===== src/rtl/p4_router_egress_pkg.sv =====
// Shared types and helpers for the egress port demux.
// Holds FSM state enum, sideband widths, dest check.
package p4_router_egress_pkg;

  localparam int DEST_WIDTH_DFLT = 4;
  localparam int USER_W = 1;
  localparam int ID_W = 4;

  typedef enum logic [1:0] {
    HEAD,
    FWD,
    DROP
  } egr_state_e;

  function automatic logic dest_is_valid(
    input int dest,
    input int num
  );
    return dest < num;
  endfunction

endpackage


===== src/rtl/p4_router_sat_counter.sv =====
// Saturating event counter with synchronous clear.
// Ports: clk, rst_n, inc, clear (wins over inc), cnt.
module p4_router_sat_counter #(
  parameter int WIDTH = 32
) (
  input  logic             clk,
  input  logic             rst_n,
  input  logic             inc,
  input  logic             clear,
  output logic [WIDTH-1:0] cnt
);

  logic [WIDTH-1:0] cnt_q;
  logic [WIDTH-1:0] cnt_d;

  always_comb begin
    cnt_d = cnt_q;
    if (clear) begin
      cnt_d = '0;
    end else if (inc && (cnt_q != '1)) begin
      cnt_d = cnt_q + 1'b1;
    end
  end

  always_ff @(posedge clk or negedge rst_n) begin
    if (!rst_n) begin
      cnt_q <= '0;
    end else begin
      cnt_q <= cnt_d;
    end
  end

  assign cnt = cnt_q;

endmodule


===== src/rtl/p4_router_egress_port_demux.sv =====
// Packet-atomic demux of the egress bus onto per-port AXIS.
// Ports: clk, aresetn, egr_bus_in_*, egr_phys_ports_demuxed_*,
//   port_enable, cnts_clear, drop/stall counters.
module p4_router_egress_port_demux
  import p4_router_egress_pkg::*;
#(
  parameter int NUM_EGR_PHYS_PORTS = 4,
  parameter int EGR_BUS_DATA_BYTES = 4,
  parameter int DEST_WIDTH = DEST_WIDTH_DFLT,
  parameter int DROP_COUNT_WIDTH = 32
) (
  input  logic clk,
  input  logic aresetn,

  input  logic egr_bus_in_tvalid,
  output logic egr_bus_in_tready,
  input  logic [8*EGR_BUS_DATA_BYTES-1:0]
               egr_bus_in_tdata,
  input  logic [EGR_BUS_DATA_BYTES-1:0]
               egr_bus_in_tkeep,
  input  logic [EGR_BUS_DATA_BYTES-1:0]
               egr_bus_in_tstrb,
  input  logic egr_bus_in_tlast,
  input  logic [USER_W-1:0] egr_bus_in_tuser,
  input  logic [DEST_WIDTH-1:0] egr_bus_in_tdest,
  input  logic [ID_W-1:0] egr_bus_in_tid,

  output logic [NUM_EGR_PHYS_PORTS-1:0]
               egr_phys_ports_demuxed_tvalid,
  input  logic [NUM_EGR_PHYS_PORTS-1:0]
               egr_phys_ports_demuxed_tready,
  output logic [NUM_EGR_PHYS_PORTS-1:0]
               [8*EGR_BUS_DATA_BYTES-1:0]
               egr_phys_ports_demuxed_tdata,
  output logic [NUM_EGR_PHYS_PORTS-1:0]
               [EGR_BUS_DATA_BYTES-1:0]
               egr_phys_ports_demuxed_tkeep,
  output logic [NUM_EGR_PHYS_PORTS-1:0]
               [EGR_BUS_DATA_BYTES-1:0]
               egr_phys_ports_demuxed_tstrb,
  output logic [NUM_EGR_PHYS_PORTS-1:0]
               egr_phys_ports_demuxed_tlast,
  output logic [NUM_EGR_PHYS_PORTS-1:0]
               [USER_W-1:0]
               egr_phys_ports_demuxed_tuser,
  output logic [NUM_EGR_PHYS_PORTS-1:0]
               [DEST_WIDTH-1:0]
               egr_phys_ports_demuxed_tdest,
  output logic [NUM_EGR_PHYS_PORTS-1:0]
               [ID_W-1:0]
               egr_phys_ports_demuxed_tid,

  input  logic [NUM_EGR_PHYS_PORTS-1:0] port_enable,
  input  logic cnts_clear,
  output logic [DROP_COUNT_WIDTH-1:0] drop_invalid_cnt,
  output logic [DROP_COUNT_WIDTH-1:0] drop_disabled_cnt,
  output logic [DROP_COUNT_WIDTH-1:0] stall_cnt
);

  localparam int NP = NUM_EGR_PHYS_PORTS;
  localparam int KW = EGR_BUS_DATA_BYTES;
  localparam int DW = 8 * EGR_BUS_DATA_BYTES;

  if (NUM_EGR_PHYS_PORTS <= 0) begin : g_chk_np
    $error("NUM_EGR_PHYS_PORTS must be > 0");
  end
  if (EGR_BUS_DATA_BYTES <= 0) begin : g_chk_db
    $error("EGR_BUS_DATA_BYTES must be > 0");
  end
  if ((2 ** DEST_WIDTH) < NUM_EGR_PHYS_PORTS)
  begin : g_chk_dw
    $error("DEST_WIDTH too narrow for ports");
  end

  // Async assert, sync release of the internal reset.
  logic [1:0] rst_sync_q;
  logic       rst_s;

  always_ff @(posedge clk or negedge aresetn) begin
    if (!aresetn) begin
      rst_sync_q <= 2'b00;
    end else begin
      rst_sync_q <= {rst_sync_q[0], 1'b1};
    end
  end

  assign rst_s = rst_sync_q[1];

  egr_state_e state_q;
  egr_state_e state_d;
  logic [DEST_WIDTH-1:0] sel_q;
  logic [DEST_WIDTH-1:0] sel_d;
  logic reg_valid_q;
  logic reg_valid_d;
  logic [DW-1:0] data_q;
  logic [DW-1:0] data_d;
  logic [KW-1:0] keep_q;
  logic [KW-1:0] keep_d;
  logic [KW-1:0] strb_q;
  logic [KW-1:0] strb_d;
  logic last_q;
  logic last_d;
  logic [USER_W-1:0] user_q;
  logic [USER_W-1:0] user_d;
  logic [DEST_WIDTH-1:0] dest_q;
  logic [DEST_WIDTH-1:0] dest_d;
  logic [ID_W-1:0] id_q;
  logic [ID_W-1:0] id_d;

  logic sel_ready;
  logic dest_en;
  logic head_ok;
  logic head_drop;
  logic can_load;
  logic load;
  logic in_ready;
  logic inc_inv;
  logic inc_dis;
  logic inc_stall;

  always_comb begin
    sel_ready = 1'b0;
    dest_en = 1'b0;
    for (int i = 0; i < NP; i++) begin
      if (sel_q == DEST_WIDTH'(i)) begin
        sel_ready = egr_phys_ports_demuxed_tready[i];
      end
      if (egr_bus_in_tdest == DEST_WIDTH'(i)) begin
        dest_en = port_enable[i];
      end
    end
  end

  assign head_ok = dest_is_valid(
    int'({1'b0, egr_bus_in_tdest}), NP);
  assign head_drop = !head_ok || !dest_en;
  assign can_load = !reg_valid_q || sel_ready;

  always_comb begin
    state_d = state_q;
    sel_d = sel_q;
    in_ready = 1'b0;
    load = 1'b0;
    inc_inv = 1'b0;
    inc_dis = 1'b0;
    unique case (state_q)
      HEAD: begin
        if (egr_bus_in_tvalid && head_drop) begin
          // Drops never touch the register or sel.
          in_ready = 1'b1;
          inc_inv = !head_ok;
          inc_dis = head_ok;
          if (!egr_bus_in_tlast) begin
            state_d = DROP;
          end
        end else begin
          in_ready = can_load;
          if (egr_bus_in_tvalid && can_load) begin
            load = 1'b1;
            sel_d = egr_bus_in_tdest;
            if (!egr_bus_in_tlast) begin
              state_d = FWD;
            end
          end
        end
      end
      FWD: begin
        in_ready = can_load;
        if (egr_bus_in_tvalid && can_load) begin
          load = 1'b1;
          if (egr_bus_in_tlast) begin
            state_d = HEAD;
          end
        end
      end
      DROP: begin
        in_ready = 1'b1;
        if (egr_bus_in_tvalid && egr_bus_in_tlast) begin
          state_d = HEAD;
        end
      end
      default: begin
        state_d = HEAD;
      end
    endcase
  end

  always_comb begin
    reg_valid_d = reg_valid_q;
    data_d = data_q;
    keep_d = keep_q;
    strb_d = strb_q;
    last_d = last_q;
    user_d = user_q;
    dest_d = dest_q;
    id_d = id_q;
    if (load) begin
      reg_valid_d = 1'b1;
      data_d = egr_bus_in_tdata;
      keep_d = egr_bus_in_tkeep;
      strb_d = egr_bus_in_tstrb;
      last_d = egr_bus_in_tlast;
      user_d = egr_bus_in_tuser;
      dest_d = egr_bus_in_tdest;
      id_d = egr_bus_in_tid;
    end else if (sel_ready) begin
      reg_valid_d = 1'b0;
    end
  end

  always_ff @(posedge clk or negedge rst_s) begin
    if (!rst_s) begin
      state_q <= HEAD;
      sel_q <= '0;
      reg_valid_q <= 1'b0;
      data_q <= '0;
      keep_q <= '0;
      strb_q <= '0;
      last_q <= 1'b0;
      user_q <= '0;
      dest_q <= '0;
      id_q <= '0;
    end else begin
      state_q <= state_d;
      sel_q <= sel_d;
      reg_valid_q <= reg_valid_d;
      data_q <= data_d;
      keep_q <= keep_d;
      strb_q <= strb_d;
      last_q <= last_d;
      user_q <= user_d;
      dest_q <= dest_d;
      id_q <= id_d;
    end
  end

  assign egr_bus_in_tready = in_ready && rst_s;

  always_comb begin
    for (int i = 0; i < NP; i++) begin
      egr_phys_ports_demuxed_tvalid[i] =
        reg_valid_q && (sel_q == DEST_WIDTH'(i));
      egr_phys_ports_demuxed_tdata[i] = data_q;
      egr_phys_ports_demuxed_tkeep[i] = keep_q;
      egr_phys_ports_demuxed_tstrb[i] = strb_q;
      egr_phys_ports_demuxed_tlast[i] = last_q;
      egr_phys_ports_demuxed_tuser[i] = user_q;
      egr_phys_ports_demuxed_tdest[i] = dest_q;
      egr_phys_ports_demuxed_tid[i] = id_q;
    end
  end

  assign inc_stall = reg_valid_q && !sel_ready;

  p4_router_sat_counter #(
    .WIDTH(DROP_COUNT_WIDTH)
  ) u_cnt_inv (
    .clk(clk),
    .rst_n(rst_s),
    .inc(inc_inv),
    .clear(cnts_clear),
    .cnt(drop_invalid_cnt)
  );

  p4_router_sat_counter #(
    .WIDTH(DROP_COUNT_WIDTH)
  ) u_cnt_dis (
    .clk(clk),
    .rst_n(rst_s),
    .inc(inc_dis),
    .clear(cnts_clear),
    .cnt(drop_disabled_cnt)
  );

  p4_router_sat_counter #(
    .WIDTH(DROP_COUNT_WIDTH)
  ) u_cnt_stall (
    .clk(clk),
    .rst_n(rst_s),
    .inc(inc_stall),
    .clear(cnts_clear),
    .cnt(stall_cnt)
  );

endmodule


===== config.mk =====
export PLATFORM = sky130hd
export DESIGN_NAME = p4_router_egress_port_demux
export DESIGN_NICKNAME = d
export VERILOG_FILES = /design/src/rtl/p4_router_egress_pkg.sv /design/src/rtl/p4_router_sat_counter.sv /design/src/rtl/p4_router_egress_port_demux.sv
export SDC_FILE = /design/constraint.sdc
export NUM_CORES = 1
export LEC_CHECK = 0
export ABC_AREA = 1
export CAP_MARGIN = 0
export CELL_PAD_IN_SITES_DETAIL_PLACEMENT = 0
export CELL_PAD_IN_SITES_GLOBAL_PLACEMENT = 1
export CORE_ASPECT_RATIO = 2
export CORE_MARGIN = 3
export CORE_UTILIZATION = 34
export DETAILED_ROUTE_END_ITERATION = 12
export PLACE_DENSITY = 0.88
export SLEW_MARGIN = 20
export SYNTH_ARGS = -nofsm -noshare
export SYNTH_HDL_FRONTEND = slang
export SYNTH_SLANG_ARGS = --single-unit

===== constraint.sdc =====
create_clock -name clk -period 9.7 [get_ports clk]
set_input_delay 1.94 -clock clk [delete_from_list [all_inputs] [get_ports clk]]
set_output_delay 1.94 -clock clk [all_outputs]
set_load 0.02 [all_outputs]

# [Word level (Yosys, flattened, before mapping)]
# Index checks and enable logic that the tools add are counted.
# Widths: inputs -> output; s select.
[word_totals] ff_bits=155 output_inout_bits=301 word_cells=96 in_bits=62
[classes] n_bitwise=1 reduce_logical=27 add_sub_neg=3 magnitude_cmp=1 mux=33 n_eq_ne=17
[ops] op="$mux 32" n=6
[ops] op="$add 32x1->32 const B" n=3
[ops] op="$ne 32x32->1 const B" n=3
[ops] op="$mux 1" n=17
[ops] op="$eq 4x2->1 const B" n=4
[ops] op="$mux 2" n=7
[ops] op="$logic_and 1x1->1" n=12
[ops] op="$ne 3x3->1 const B" n=3
[ops] op="$eq 4x1->1 const B" n=2
[ops] op="$logic_not 4->1" n=2
[ops] op="$reduce_bool 2->1" n=4
[ops] op="$ne 2x2->1 const B" n=3
[ops] op="$pmux 2 s3" n=1
[ops] op="$reduce_and 6->1" n=1
[ops] op="$logic_not 1->1" n=4
[ops] op="$lt 4x3->1 const B" n=1
[ops] op="$pmux 1 s3" n=1
[ops] op="$reduce_and 3->1" n=1
[ops] op="$eq 2x1->1 const B" n=1
[ops] op="$eq 2x2->1 const B" n=1
[ops] op="$logic_not 2->1" n=1
[ops] op="$logic_or 1x1->1" n=2
[ops] op="$pmux 1 s2" n=1
[ops] op="$not 1->1" n=1

# [Logic depth before layout (Yosys ltp)]
[logic_depth] ltp_word=13 mapped_depth=13 mapped_depth_nobuf=12

# [By module]
# Synthesis repeated with hierarchy kept, for this count alone.
[hier_totals] cells_unflattened=1484 area_unflattened_um2=10752.8
[modules_own_cells] module="p4_router_sat_counter" area_each_um2=2243.4 cells_each=345 instances=3 seq_area_each_um2=800.8
[modules_own_cells] module="p4_router_egress_port_demux" area_each_um2=4022.6 cells_each=449 instances=1 seq_area_each_um2=1476.4

# [Least setup slack after synthesis]
# No wires, ideal clock.
[synth_timing] path_kind="register -> output" start="register rst_sync_q[1]" end="output port egr_bus_in_tready" stages_incl_launch_ff=2 setup_slack_ns=3.453 arrival_time_ns=4.307 cell_sequence="dfrtp_1 a21boi_0"
[synth_via] elab_chain_len=1
[synth_lines] element="start: declaration" line_no="p4_router_egress_port_demux.sv:76" rtl="logic [1:0] rst_sync_q;"
[synth_lines] element="start signal: assignment" line_no="p4_router_egress_port_demux.sv:83" rtl="rst_sync_q <= {rst_sync_q[0], 1'b1};"
[synth_lines] element="$logic_and 1x1->1" line_no="p4_router_egress_port_demux.sv:237" rtl="assign egr_bus_in_tready = in_ready && rst_s;"
[synth_lines] element="end: declaration" line_no="p4_router_egress_port_demux.sv:16" rtl="output logic egr_bus_in_tready,"
# No other way between the ends.

# [Worst setup path after layout]
[layout_timing] start="input port egr_bus_in_tdest[1]" end="output port egr_bus_in_tready"
[layout_via] elab_chain_len=11
[layout_lines] element="start: declaration" line_no="p4_router_egress_port_demux.sv:25" rtl="input logic [DEST_WIDTH-1:0] egr_bus_in_tdest,"
[layout_lines] element="$logic_not 4->1" line_no="p4_router_egress_port_demux.sv:128" rtl="if (egr_bus_in_tdest == DEST_WIDTH'(i)) begin"
[layout_lines] element="$mux 1 (4 in series)" line_no="p4_router_egress_port_demux.sv:128"
[layout_lines] element="$logic_not 1->1" line_no="p4_router_egress_port_demux.sv:136" rtl="assign head_drop = !head_ok || !dest_en;"
[layout_lines] element="$logic_or 1x1->1 (*)" line_no="p4_router_egress_port_demux.sv:136"
[layout_lines] element="$logic_and 1x1->1 (*)" line_no="p4_router_egress_port_demux.sv:148" rtl="if (egr_bus_in_tvalid && head_drop) begin"
[layout_lines] element="$mux 1 (*)" line_no="p4_router_egress_port_demux.sv:148"
[layout_lines] element="$pmux 1 s3 (*)" line_no="p4_router_egress_port_demux.sv:146" rtl="unique case (state_q)"
[layout_lines] element="$logic_and 1x1->1 (*)" line_no="p4_router_egress_port_demux.sv:237"
# Every way passes the cells marked *; elsewhere a longest branch is shown, timed or not.

==> run_results.csv <==
group,metric,value,unit
run_status,status,"complete, no violations",
synthesis,async_flop_share,100,%
clock_network,cts_resized,0,
worst_setup_path,cp.required,7.76,ns
routing,vias,10200,
global_route,met2_usage,44.7,%
finish,final_common_cell,"nand2_1",
synthesis,synth_area,10300,sq um
synthesis,syn-num-nets,1517,
synthesis,avgSynthCellArea,7.09,sq um
clock_network,clock_latency,0.45,ns
sta,tns,0,ns
finish,mostFrequentLayoutCells,"nand2_1 (423), clkdlybuf4s50_1 (362), nor2_1 (165)",
floorplan,core_area,29600,sq um
sta,max_freq,0.175,GHz
routing,routed_wl,38600,microns
global_route,use_met3,4.64,%
worst_setup_path,path_class,"input pin to output port",
floorplan,rows,89,
finish,register_area,3880,sq um
power_and_ir_drop,p_int,1980,uW
floorplan,die_x,129,microns
clock_network,cts_setup_buffers,0,
clock_network,clock_sinks,155,
finish,fill_cells,3019,
synthesis,ys_ff_latch,155,
synthesis,synth_top_cell_by_area,"dfrtp_1",
placement,placed_area,13000,sq um
routing,ant_nets,0,
power_and_ir_drop,power_frac_seq,27.9,%
global_route,antenna_found_initial,1,
placement,post-place-cells,1988,
sta,final_hold_viol_count,0,
synthesis,synth.top_cells.by_area,"dfrtp_1 (38%), nand2_1 (16%), buf_4 (12%)",
sta,slew_viol_final,0,
synthesis,yosys.area.top_type_share,37.7,%
global_route,grt_max_degree,79,
floorplan,die_area,32500,sq um
placement,portBuffers,362,
synthesis,synth_cell_types,37,
synthesis,ys.flop_type,"dfrtp_1",
sta,whs,0.180,ns
clock_network,clockRootBuffer,"clkbuf_16",
worst_setup_path,worstPathMaxFanout,4,
run,maxCapViolations,0,
sta,period_share,59.1,%
clock_network,hold_buffers,0,
synthesis,ys_warn_count,0,
worst_setup_path,crit_path_end_kind,"output port",
floorplan,start_util,34.7,%
placement,post-place-ws,3.95,ns
placement,gp_congestion,0.931,
power_and_ir_drop,swShare,42.3,%
power_and_ir_drop,p_clk_share,21.8,%
sta,tightest_slew,1.06,ns
clock_network,cts_buffers,17,
global_route,grt_busiest_layer,"met2",
finish,final_area,13700,sq um
finish,multi_input_area,4560,sq um
clock_network,cts-htree-levels,4,
global_route,grt_pass1_wl,57500,microns
finish,layout-drive-gt1-share,5.50,%
global_route,grt.total_usage,23.4,%
floorplan,die_y,252,microns
global_route,grt_pass1_vias,9881,
worst_setup_path,crit_path_start_kind,"input pin",
routing,wire_per_inst,19.1,microns
routing,drt_pass1_iterations,7,
power_and_ir_drop,ir_worst_vdd,142,uV
min_path,hold_path_class,"register to async pin",
routing,post-route-drc-count,0,
routing,routed_via_density,5.04,
finish,finalNetCount,1708,
worst_setup_path,crit_arrival,3.79,ns
placement,dp_hpwl,30200,microns
floorplan,num_io_pins,363,
sta,setup_ws,3.97,ns
power_and_ir_drop,p_leak,0.00578,uW
power_and_ir_drop,power.switching,1450,uW
synthesis,synth_seq_area_share,37.7,%
routing,drt_iter0_drc,447,
synthesis,synth_edf_count,0,
sta,fin_skew,0.0129,ns
power_and_ir_drop,p_per_area,251,nW/um^2
finish,stdcell_count,2021,
finish,area_delta_synth_final,32.7,%
sta,period_needed,5.73,ns
power_and_ir_drop,pwr-share-comb,50.3,%
sta,setup_violations,0,
sta,rsz0062_at_grt,"no",
clock_network,cts_tree,"yes",
sta,slew_headroom,29.2,%
clock_network,cts.clk_slew.worst_paths,0.07,ns
global_route,grt_overflow_total,0,
clock_network,clock_path_buffers,2,
synthesis,synthCells,1452,
global_route,met1_usage,22.9,%
## path summary, 6_finish.rpt
| path | slack, ns | depth (start not counted) | start | endpoint |
|---|---|---|---|---|
| setup / recovery | 3.97 | 9 | egr_bus_in_tdest[1] | egr_bus_in_tready |
| hold / removal | 0.18 | 0 | rst_sync_q[1] | u_cnt_dis.cnt[27] |
| setup reg to reg | 6.52 | 11 | sel_q[1] | dest_q[3] |
| hold reg to reg | 0.18 | 0 | rst_sync_q[1] | u_cnt_dis.cnt[27] |
| max in group asynchronous | 7.90 | 1 | aresetn | rst_sync_q[1] |
| min in group clk | 0.35 | 0 | rst_sync_q[0] | rst_sync_q[1] |
## sequential cells by signal (all words and copies together) (netlist names), 32 cells and up
| name | flops |
|---|---|
| u_cnt_dis.cnt | 32 |
| u_cnt_inv.cnt | 32 |
| data_q | 32 |
| u_cnt_stall.cnt | 32 |
## power by group through the flow
stage | clock network (uW) | registers (uW) | logic (uW)
CTS | 768 | 959 | 1740
global placement | 0 | 965 | 1730
finish | 748 | 955 | 1730
floorplan | 0 | 1020 | 1130
detailed placement | 0 | 970 | 1740
global route | 794 | 975 | 1820
## critical path, cell delays in order
cell	delay (ns)
clkdlybuf4s50_1	0.46
inv_1	0.13
nand2_1	0.06
nand3_1	0.07
nand3_1	0.10
nand3_1	0.12
nand2_1	0.06
a21boi_0	0.16
clkdlybuf4s50_1	0.68
## logic make-up (layout without fill, tap and decap cells)
| group | after synthesis | in the layout | share of synthesized area, % |
|---|---|---|---|
| xor gates and xnor gates | 24 | 24 | 2.04 |
| adders and majority gates | 3 | 3 | 0.365 |
| DFF | 155 | 155 | 37.7 |
| and+or+nand+nor | 849 | 849 | 35.5 |
| AOI/OAI and AO/OA | 107 | 107 | 6.29 |
| buffers and inverters | 313 | 517 | 18.1 |
| other | 1 | 2 | 0.0364 |
## metrics by stage
| step | total power, uW | utilization, % |
|---|---|---|
| finish | 3430 | 46.1 |
| global route | 3590 | 46.1 |
| global placement | 2690 | 43.9 |
| floorplan | 2150 | - |
| CTS | 3470 | 46.1 |
| detailed placement | 2710 | 43.9 |
## layout make-up
cell class              instances  share of cell area, %
multi-input cells             984                   33.4
flip-flops and latches        155                   28.4
repair buffers                367                   26.8
clock buffers                  22                   3.55
well taps                     364                   3.34
inverters                     118                   3.24
clock inverters                10                   1.19
diodes                          1                 0.0183
## per-layer routing
metal,vias up,wire (microns)
met4,0,2170
met2,445,21200
met1,4778,13200
li1,4870,-
met3,95,2100
met5,-,0
## cell usage after synthesis (6+ instances only)
| library cell | instances |
|---|---|
| o21ai_0 | 39 |
| o21ai_1 | 31 |
| nand2_1 | 425 |
| clkbuf_1 | 9 |
| o21ai_2 | 19 |
| buf_2 | 7 |
| nor2_1 | 165 |
| dfrtp_1 | 155 |
| nand4_1 | 34 |
| buf_6 | 7 |
| a21o_1 | 11 |
| buf_4 | 166 |
| buf_1 | 6 |
| inv_2 | 10 |
| nor3_1 | 45 |
| nand3_1 | 154 |
| inv_1 | 108 |
| nand2_2 | 7 |
| xor2_1 | 20 |
Note: power is estimated with default switching activity, not from simulation.
